<file path="src/rtl/ripple_deskew_pkg.sv">
`timescale 1ps/1ps
// Shared defaults, per-bit deskew depth and the aligned result word layout
// for the ripple-carry adder output stage.
package ripple_deskew_pkg;

    localparam int DEF_WIDTH     = 8;
    localparam int DEF_STAGE_LAT = 1;

    // Flops needed on sum[k] so that it lines up with sum[WIDTH-1] and cout.
    function automatic int bit_delay(input int width, input int stage_lat, input int k);
        return stage_lat * (width - 1 - k);
    endfunction

    typedef struct packed {
        logic                 cout;
        logic [DEF_WIDTH-1:0] sum;
    } result_t;

endpackage

</file>
<file path="src/rtl/sync_fifo.sv">
`timescale 1ps/1ps
// Small ready/valid FIFO with occupancy count; full/empty come from the count,
// and a push that finds no room (and no pop in the same cycle) is reported as dropped.
module sync_fifo #(
    parameter int WIDTH = 9,
    parameter int DEPTH = 4,
    localparam int AW = $clog2(DEPTH),
    localparam int CW = AW + 1
) (
    input  logic             clk,
    input  logic             rst_n,
    input  logic             push,
    input  logic [WIDTH-1:0] push_data,
    input  logic             pop_ready,
    output logic [WIDTH-1:0] head,
    output logic             valid,
    output logic [CW-1:0]    count,
    output logic             full,
    output logic             dropped
);

    logic [WIDTH-1:0] mem [DEPTH];
    logic [AW-1:0]    wr_ptr;
    logic [AW-1:0]    rd_ptr;
    logic             do_pop;
    logic             do_push;

    assign valid   = (count != '0);
    assign full    = (count == CW'(DEPTH));
    assign do_pop  = valid & pop_ready;
    // A full FIFO still accepts a push when the head leaves in the same cycle.
    assign do_push = push & (~full | do_pop);
    assign dropped = push & full & ~do_pop;
    assign head    = mem[rd_ptr];

    always_ff @(posedge clk or negedge rst_n) begin
        if (!rst_n) begin
            wr_ptr <= '0;
            rd_ptr <= '0;
            count  <= '0;
            for (int i = 0; i < DEPTH; i++) begin
                mem[i] <= '0;
            end
        end else begin
            if (do_push) begin
                mem[wr_ptr] <= push_data;
                wr_ptr      <= wr_ptr + 1'b1;
            end
            if (do_pop) begin
                rd_ptr <= rd_ptr + 1'b1;
            end
            if (do_push && !do_pop) begin
                count <= count + 1'b1;
            end else if (do_pop && !do_push) begin
                count <= count - 1'b1;
            end
        end
    end

endmodule

</file>
<file path="src/rtl/ripple_sum_deskew.sv">
`timescale 1ps/1ps
// Re-aligns the staggered sum bits and cout of the pipelined ripple adder into
// one word, tags it with the delayed launch valid and buffers it for a consumer.
module ripple_sum_deskew
    import ripple_deskew_pkg::*;
#(
    parameter int WIDTH      = DEF_WIDTH,
    parameter int STAGE_LAT  = DEF_STAGE_LAT,
    parameter int FIFO_DEPTH = 4,
    parameter int begin_time = 0,
    parameter int t          = 10,
    localparam int CW        = $clog2(FIFO_DEPTH) + 1
) (
    input  logic             clk,
    input  logic             rst_n,
    input  logic             launch_valid,
    input  logic [WIDTH-1:0] sum,
    input  logic             cout,
    output logic [WIDTH:0]   out_data,
    output logic             out_valid,
    input  logic             out_ready,
    output logic [CW-1:0]    fifo_count,
    output logic             overflow
);

    localparam int L = STAGE_LAT * WIDTH;

    logic [WIDTH-1:0] sum_aligned;
    logic [L-1:0]     tag;
    logic             aligned_valid;
    logic             fifo_full;
    logic             dropped;

    for (genvar k = 0; k < WIDTH; k++) begin : g_bit
        localparam int D = bit_delay(WIDTH, STAGE_LAT, k);
        if (D == 0) begin : g_direct
            assign sum_aligned[k] = sum[k];
        end else begin : g_delay
            logic [D-1:0] dl;
            if (D == 1) begin : g_one
                always_ff @(posedge clk or negedge rst_n) begin
                    if (!rst_n) dl <= '0;
                    else        dl <= sum[k];
                end
            end else begin : g_many
                always_ff @(posedge clk or negedge rst_n) begin
                    if (!rst_n) dl <= '0;
                    else        dl <= {dl[D-2:0], sum[k]};
                end
            end
            assign sum_aligned[k] = dl[D-1];
        end
    end

    // The tag travels the full adder latency so it marks the edge where all bits meet.
    if (L == 1) begin : g_tag_one
        always_ff @(posedge clk or negedge rst_n) begin
            if (!rst_n) tag <= '0;
            else        tag <= launch_valid;
        end
    end else begin : g_tag_many
        always_ff @(posedge clk or negedge rst_n) begin
            if (!rst_n) tag <= '0;
            else        tag <= {tag[L-2:0], launch_valid};
        end
    end
    assign aligned_valid = tag[L-1];

    sync_fifo #(
        .WIDTH (WIDTH + 1),
        .DEPTH (FIFO_DEPTH)
    ) u_fifo (
        .clk       (clk),
        .rst_n     (rst_n),
        .push      (aligned_valid),
        .push_data ({cout, sum_aligned}),
        .pop_ready (out_ready),
        .head      (out_data),
        .valid     (out_valid),
        .count     (fifo_count),
        .full      (fifo_full),
        .dropped   (dropped)
    );

    always_ff @(posedge clk or negedge rst_n) begin
        if (!rst_n)       overflow <= 1'b0;
        else if (dropped) overflow <= 1'b1;
    end

`ifndef SYNTHESIS
    time last_edge;
    bit  seen_edge;

    always @(posedge clk or negedge rst_n) begin
        if (!rst_n) begin
            seen_edge <= 1'b0;
            last_edge <= 0;
        end else begin
            if (seen_edge) begin
                assert ($time - last_edge == time'(t))
                    else $error("clock edge spacing %0t ps, expected %0d ps", $time - last_edge, t);
            end
            if (launch_valid) begin
                assert ($time >= time'(begin_time))
                    else $error("launch_valid at %0t ps precedes begin_time %0d ps", $time, begin_time);
            end
            last_edge <= $time;
            seen_edge <= 1'b1;
        end
    end
`endif

endmodule

</file>
<file path="config.mk">
export PLATFORM = sky130hd
export DESIGN_NAME = ripple_sum_deskew
export DESIGN_NICKNAME = d
export VERILOG_FILES = /design/src/rtl/ripple_deskew_pkg.sv /design/src/rtl/sync_fifo.sv /design/src/rtl/ripple_sum_deskew.sv
export SDC_FILE = /design/constraint.sdc
export NUM_CORES = 1
export LEC_CHECK = 0
export CAP_MARGIN = 0
export CORE_MARGIN = 2
export CORE_UTILIZATION = 40
export CTS_BUF_LIST = sky130_fd_sc_hd__clkbuf_16
export CTS_CLUSTER_DIAMETER = 60
export DETAILED_ROUTE_END_ITERATION = 8
export GPL_ROUTABILITY_DRIVEN = 0
export RECOVER_POWER = 25
export SLEW_MARGIN = 15
export SYNTH_ARGS = -nofsm -noshare
export SYNTH_HDL_FRONTEND = slang
export SYNTH_HIERARCHICAL = 1
export SYNTH_SLANG_ARGS = --single-unit
export TNS_END_PERCENT = 10
</file>
<file path="constraint.sdc">
create_clock -name clk -period 5 [get_ports clk]
set_input_delay 1.5 -clock clk [delete_from_list [all_inputs] [get_ports clk]]
set_output_delay 1.5 -clock clk [all_outputs]
set_load 0.02 [all_outputs]
</file>
After elaboration in Yosys (flattened, before gate mapping)

Cells that the tools add are included.

Reductions and logical operators: 7
Bitwise logic cells: 9
Muxes and demuxes: 8
Magnitude comparators: 3
Equal/unequal tests: 1
$add $sub $neg: 4

Operators with widths:

| kind                  | number |
|---|---|
| $bwmux W36            | 1 |
| $mux W9               | 3 |
| $bmux W9 S2           | 1 |
| $demux W9 S2          | 1 |
| $ge A3 B3 Y1 const B  | 2 |
| $mux W3               | 2 |
| $not A2 Y3            | 2 |
| $add A2 B1 Y2 const B | 2 |
| $and A1 B1 Y1         | 4 |
| $add A3 B1 Y3 const B | 1 |
| $eq A3 B3 Y1 const B  | 1 |
| $logic_and A1 B1 Y1   | 3 |
| $lt A3 B1 Y1 const B  | 1 |
| $reduce_bool A3 Y1    | 1 |
| $sub A3 B1 Y3 const B | 1 |
| $logic_not A1 Y1      | 2 |
| $not A1 Y1            | 2 |
| $reduce_bool A2 Y1    | 1 |
| $or A1 B1 Y1          | 1 |

Input port bits: 13
Register bits after elaboration: 80
Output and inout bits: 14

Depth between registers and ports, before layout

Gate-level depths: netlist of run 1.

Depth in word-level cells: 8
Mapped depth: 8

Modules after synthesis

Netlist of run 1, hierarchy kept.

By module, submodules not included:

| module            | area an instance (um2) | instances | cells an instance | seq. area each (um2) |
|---|---|---|---|---|
| sync_fifo         | 1964.4                 | 1         | 123               | 1076.0 |
| ripple_sum_deskew | 932.1                  | 1         | 38                | 925.9 |

Least setup slack after synthesis of run 1

No wires, ideal clock.

Path type: input-to-reg
Start: in out_ready
End: reg u_fifo.count[1]
Cell stages on the path: 6
Data required time: 4.875 ns
Slack: 1.911 ns
Arrival: 2.964 ns
Setup time: 0.125 ns
Buffers on the path: 0
Cells stage by stage: nor4b_4 nor2b_1 ha_1 inv_1 fa_1 mux2_2

Word-level cells in the longest chain between the ends: 6

Ends and longest elaborated chain:

| what                                | line                    | source |
|---|---|---|
| start, declared                     | ripple_sum_deskew.sv:21 | `input logic out_ready,` |
| $and A1 B1 Y1 *                     | sync_fifo.sv:30         | `assign do_pop = valid & pop_ready;` |
| $or A1 B1 Y1 *                      | sync_fifo.sv:32         | `assign do_push = push & (~full \| do_pop);` |
| $and A1 B1 Y1 *                     | sync_fifo.sv:32         |  |
| named net u_fifo.do_push            | sync_fifo.sv:26         | `logic do_push;` |
| $logic_not A1 Y1                    | sync_fifo.sv:54         | `end else if (do_pop && !do_push) begin` |
| $logic_and A1 B1 Y1                 | sync_fifo.sv:54         |  |
| $reduce_bool A2 Y1 (no source line) | --                      |  |
| end signal, assigned                | sync_fifo.sv:53         | `count <= count + 1'b1;` |
| end signal, assigned                | sync_fifo.sv:55         | `count <= count - 1'b1;` |
| end, declared                       | sync_fifo.sv:17         | `output logic [CW-1:0] count,` |

Mark *: on every way through the listed nets, which the timed path passes. The rest lies on a longest branch.
A chain may end at the register's enable or synchronous reset.

Worst setup path after layout of run 1

Start: reg u_fifo.rd_ptr[0]
End: out out_data[2]

Word-level cells in the longest chain between the ends: 4

Ends and longest elaborated chain:

| what                                        | line                    | source |
|---|---|---|
| start, declared                             | sync_fifo.sv:24         | `logic [AW-1:0] rd_ptr;` |
| start signal, assigned                      | sync_fifo.sv:50         | `rd_ptr <= rd_ptr + 1'b1;` |
| $not A2 Y3 (not written as such)            | sync_fifo.sv:34         | `assign head = mem[rd_ptr];` |
| $bmux W9 S2                                 | sync_fifo.sv:34         |  |
| $mux W9 (not written as such) (2 in series) | sync_fifo.sv:34         |  |
| end, declared                               | ripple_sum_deskew.sv:19 | `output logic [WIDTH:0] out_data,` |

No other way between the ends. The select of a mux whose other input is x is not followed.

==> metrics, run 1 <==
Reg2Reg Depth 6; Final Net Count between 200 and 250; share of layout cells above drive strength 1 33.5%; post-route setup TNS 0 ns; DRT antenna net count 0; Worst IR Drop VDD 223 µV; synthesized area 2890 µm²; worst hold margin approximately 0.34 ns; core box area roughly 6900 µm²; PwrDens 675 nW/µm²; Horiz. Die Dim ~89 µm; antenna violations before repair 0; WP data arrival 2.30 ns; Placed Cells 280; Required @ worst endpoint around 3.5 ns; multi-input combinational cell area 867 µm²; DR vias/cell 4.72; die area 7920 µm²; Syn. warnings 6; Syn Area/Cell ~18 µm²; Clock Tree Buf Depth 2; Critical Path End Type primary output; area grow syn2layout 21.8%; Final Skew around 0.0043 ns; flop-to-flop setup slack 2.75 ns; critical path fanouts, max 11; CTS root buffer clkbuf_16; min cycle time layout 3.80 ns; Reg clk slew, reported paths 0.06 ns; vias in the first global route 1601; clock sinks 80; crit path from u_fifo/rd_ptr[0]; origin of the critical flop-to-flop path u_fifo/count[1]; Non-Filler Instances 296; post_cts resized 0; I/O pin count 27; H-tree level count 3; actual slew at the worst max-slew pin 1.86 ns; Port Buffer Count 26; Layout fillers about 580; Worst Setup EP out_data[2]; CP Class flop to primary output; Post-CTS Hold Fix Bufs 0; # setup viols final 0; register area 2000 µm²; pin count of the biggest net entering global routing 81; Iter 0 DRT Violations between 50 and 60; first-pass GRT wire length 7560 µm; hpwl dp 2810 µm; CTS tree done; GRT Resource Usage Total about an eighth; failing checks capacitance limit, slew limit; Die Y 89.0 µm; first-pass detailed-route iteration total 4; Slew Limit Fails 81; WL/cell between 10 and 15 µm; gr ovfl total 0; Post-Synthesis Cells 160; run status finished, violations left; DRT Wirelength between 4000 and 5000 µm; end of the worst register-to-register path u_fifo/count[1]; Worst Setup Start Kind flop; number of remaining DRC errors 0; CTS buffer count 9; RSZ-0062 raised after global routing false; HP Class flop to flop; n_diodes 0; max cap viols 1; worst rel slew slack -24.2%; Site Rows 30; final hold viol count 0; Worst-Skew Late Latency 0.32 ns; syn nets 179; Initial Util about two fifths; fmax 0.263 GHz; postcts setup bufs 0; period utilization 76.0%; routed vias approximately 1.4k; leakage 1.49 nW
==> state kept, by name, summed over array words and instances, names as in the netlist <==
| signal | flops |
|---|---|
| g_bit.g_delay.dl | 28 |
| u_fifo/mem | 36 |
| u_fifo/wr_ptr | 2 |
| overflow | 1 |
| u_fifo/count | 3 |
| tag | 8 |
| u_fifo/rd_ptr | 2 |
==> cell usage in the layout (no fill, tap or decap), drive strengths merged <==
cell type,count
clkinv,6
inv,3
xor2,2
dfrtp,80
nand2,5
clkbuf,10
dlygate4sd3,9
and2,1
nor2b,1
nand3,1
ha,5
mux4,9
nor2,5
xnor2,4
nor4b,1
or3,1
or2,1
mux2,38
clkinvlp,1
fa,1
clkdlybuf4s50,16
==> worst max-delay path, cell delays in order (launching register included) <==
cell and delay (ns):
dfrtp_1 0.81, mux4_2 0.60, clkdlybuf4s50_1 0.56
==> report_power, final <==
part / internal, mW / switching, mW / total, mW
sequential: 0.848 / 0.153 / 1.00
clock: 0.330 / 0.232 / 0.562
combinational: 0.485 / 0.329 / 0.813
==> worst min-delay path by stage <==
| stage | startpoint | endpoint | cells after the start |
|---|---|---|---|
| final | g_bit[4].g_delay.dl[1] | g_bit[4].g_delay.dl[2] | 0 |
| after global routing | g_bit[3].g_delay.dl[0] | g_bit[3].g_delay.dl[1] | 0 |
| after CTS | g_bit[4].g_delay.dl[1] | g_bit[4].g_delay.dl[2] | 0 |
| after detailed placement | g_bit[1].g_delay.dl[1] | g_bit[1].g_delay.dl[2] | 0 |
| after global placement | g_bit[0].g_delay.dl[5] | g_bit[0].g_delay.dl[6] | 0 |
| after floorplan | g_bit[0].g_delay.dl[0] | g_bit[0].g_delay.dl[1] | 0 |
==> stage by stage <==
step / total power [mW] / instance area, µm² / util (%) / setup WS [ns]
floorplan: 1.52 / 2890 / - / 1.91
global placement: 1.81 / 3260 / 47.2 / 1.37
detailed placement: 1.85 / 3260 / 47.2 / 1.27
CTS: 2.42 / 3520 / 51.0 / 1.13
global route: 2.52 / 3520 / 51.0 / 1.07
finish: 2.38 / 3520 / 51.0 / 1.20
==> routing by layer <==
metal / wire length, µm / GRT usage [%] / up-vias
li1: - / - / 630
met1: 1930 / 15.2 / 736
met2: 2260 / 22.5 / 25
met3: 128 / 3.32 / 7
met4: 108 / 8.41 / 0
met5: 0 / 0 / -
==> cell type report <==
cell class | count | area share (%)
Multi-Input combinational cell | 75 | 24.6
Timing Repair Buffer | 26 | 7.25
Tap cell | 96 | 3.41
Clock inverter | 7 | 1.10
Sequential cell | 80 | 56.9
Inverter | 3 | 0.320
Clock buffer | 9 | 6.40
(Power assumes the default switching activity.)
==> run 2: changes to the inputs <==
- clock period: 5 -> 3.1 ns (I/O delays scaled with it)
==> run 2 against run 1 <==
Against the previous run:
- worst hold slack better by 0.0034 ns
- the flow still finishes with violations (capacitance limit, slew limit)
- clock-buffer cell count unchanged
- sequential power increased by 59%
- critical path depth rose by 1
- register-to-register slack got worse by 1.8 ns
- power is 69% higher
- combinational power is 71% higher
- first-iteration DRC count increased by 26%
- global-route usage increased by 0.63 points
==> metrics, run 2 (synthesized netlist as in run 1, its figures left out) <==
# setup viols final 0 (unchanged); CTS tree done (unchanged); HP Class flop to flop (unchanged); commonest non-fill, non-tap cell in the layout dfrtp_1 (unchanged); DR vias/cell 4.69 (was 4.72); post-route setup TNS 0 ns (unchanged); most frequent cells in the layout dfrtp_1 (79), mux2_2 (38), clkdlybuf4s50_1 (17) (was dfrtp_1 (80), mux2_2 (38), clkdlybuf4s50_1 (16)); gr ovfl total 0 (unchanged); final hold viol count 0 (unchanged); share of layout cells above drive strength 1 37.0% (was 33.5%); vias in the first global route 1624 (was 1601); Clock Tree Buf Depth 2 (unchanged); first-pass detailed-route iteration total 4 (unchanged); actual slew at the worst max-slew pin 1.90 ns (was 1.86 ns); leading registers by flop count u_fifo/mem (36), g_bit.g_delay.dl (28), tag (8) (unchanged); min cycle time layout 2.95 ns; max FFs per register 36 (unchanged); first-pass GRT wire length 8080 µm (was 7560 µm); Final Skew 0.00464 ns (was 0.00435 ns); worst hold start g_bit[1].g_delay.dl[0] (was g_bit[4].g_delay.dl[1]); GRT Resource Usage Total 14.0% (was 13.3%); CP Class flop to primary output (unchanged); DRT antenna net count 0 (unchanged); postcts setup bufs 0 (unchanged); Worst IR Drop VDD 355 µV (was 223 µV); Die Y 89.0 µm (unchanged); hold path cells 0 (unchanged); Hold Crit Endpoint g_bit[1].g_delay.dl[1] (was g_bit[4].g_delay.dl[2]); failing checks capacitance limit, slew limit (unchanged); end of the worst register-to-register path u_fifo/count[2] (was u_fifo/count[1]); antenna violations before repair 0 (unchanged); PwrDens 1110 nW/µm² (was 675 nW/µm²); Initial Util 41.8% (unchanged); CP max stage delay 0.55 ns (was 0.81 ns); area grow syn2layout 25.0% (was 21.8%); worst rel slew slack -26.9% (was -24.2%); RSZ-0062 raised after global routing false (unchanged); Final Net Count 222 (was 214); Worst-Skew Late Latency 0.32 ns (about the same); WP data arrival 2.02 ns (was 2.30 ns); WL/cell 15.5 µm (was 15.0 µm); Reg clk slew, reported paths 0.06 ns (about the same); Post-DP Area 3320 µm² (was 3260 µm²); Iter 0 DRT Violations 73 (was 58); pin count of the biggest net entering global routing 81 (unchanged); period utilization 95.2%; die area 7920 µm² (unchanged); critical path, cell by cell buf_4 > mux4_2 > clkdlybuf4s50_1 (was mux4_2 > clkdlybuf4s50_1); DRT Wirelength 4700 µm (was 4430 µm); clock sinks 80 (unchanged); Site Rows 30 (unchanged); H-tree level count 3 (unchanged); Slew Limit Fails 81 (unchanged); hpwl dp 3080 µm (was 2810 µm); n_diodes 0 (unchanged); Required @ worst endpoint 2.17 ns (was 3.50 ns); CTS buffer count 9 (unchanged); CTS root buffer clkbuf_16 (unchanged); Port Buffer Count 26 (unchanged); Layout fillers 596 (was 581); Critical Path End Type primary output (unchanged); origin of the critical flop-to-flop path u_fifo/count[1] (unchanged); run status finished, violations left (unchanged); Most flops, register u_fifo/mem (unchanged); Horiz. Die Dim 89.0 µm (unchanged); fin area 3610 µm² (was 3520 µm²); routed vias 1427 (was 1398); slowest CP cell clkdlybuf4s50_1 (was dfrtp_1); critical path fanouts, max 6 (was 11); I/O pin count 27 (unchanged); core box area 6910 µm² (unchanged); Worst Setup Start Kind flop (unchanged); number of remaining DRC errors 0 (unchanged); leakage 1.53 nW (was 1.49 nW); Reg2Reg Depth 8 (was 6); max cap viols 1 (unchanged); flop-to-flop setup slack 0.95 ns (was 2.75 ns); fmax approximately 0.34 GHz
==> run 2: metal layers <==
| layer | vias to the layer above | GRT usage, % | share of wire, % |
|---|---|---|---|
| li1 | 643 | - | - |
| met1 | 756 | 17.0 | 42 |
| met2 | 23 | 23.7 | 53 |
| met3 | 5 | 3.60 | 4.1 |
| met4 | 0 | 6.11 | 1.3 |
| met5 | - | 0 | 0 |
==> run 2: critical path, delay by kind of cell, from the launching register on <==
family | cells | cell delay, ns
buffers and inverters | 2 | 0.74
DFF | 1 | 0.44
muxes | 1 | 0.52
==> run 2: power breakdown <==
group | switching, mW | internal (mW) | total, mW
registers | 0.222 | 1.37 | 1.59
logic | 0.569 | 0.824 | 1.39
clock network | 0.399 | 0.621 | 1.02
total | 1.19 | 2.82 | 4.00
==> run 2: how the worst max path moves through the flow <==
stage | from | endpoint | slack (ns) | depth (start not counted)
after floorplan | out_ready | u_fifo/count[1] | 0.58 | 6
after global placement | out_ready | u_fifo/count[1] | 0.30 | 7
after detailed placement | out_ready | u_fifo/count[1] | 0.19 | 7
after CTS | u_fifo/rd_ptr[0] | out_data[7] | 0.04 | 3
after global routing | u_fifo/rd_ptr[0] | out_data[7] | 0.06 | 3
final | u_fifo/rd_ptr[0] | out_data[7] | 0.15 | 3
==> run 2: area by class of cell <==
type | instances | area, µm² | area share [%]
Sequential cell | 80 | 2000 | 55.5
Tap cell | 96 | 120 | 3.33
Clock buffer | 9 | 225 | 6.23
Inverter | 3 | 11.3 | 0.312
Multi-Input combinational cell | 75 | 867 | 24.0
Clock inverter | 7 | 70.1 | 1.94
Timing Repair Buffer | 34 | 315 | 8.73
==> run 2: what timing repair did <==
| item | 4_1_cts | 5_1_grt |
|---|---|---|
| hold buffers | 0 | 0 |
| resized for setup | 0 | 1 |
| endpoints found under the setup margin | 0 | 2 |
==> run 2: through the flow <==
| step | hold WS (ns) | worst slack, ns | instances | total power [mW] | util [%] |
|---|---|---|---|---|---|
| after detailed placement | 0.335 | 0.190 | 288 | 3.04 | 48.0 |
| after global placement | 0.332 | 0.301 | 288 | 2.95 | 48.0 |
| after floorplan | 0.331 | 0.581 | 160 | 2.46 | - |
| after CTS | 0.348 | 0.0428 | 304 | 4.07 | 52.3 |
| after global routing | 0.349 | 0.0645 | 304 | 4.25 | 52.3 |
| final | 0.346 | 0.148 | 304 | 4.00 | 52.3 |
==> run 3: changes to the inputs <==
- TNS_END_PERCENT: 10 -> not set
==> results of run 3 <==
Final layout, timing and power as in run 2 (identical DEF).
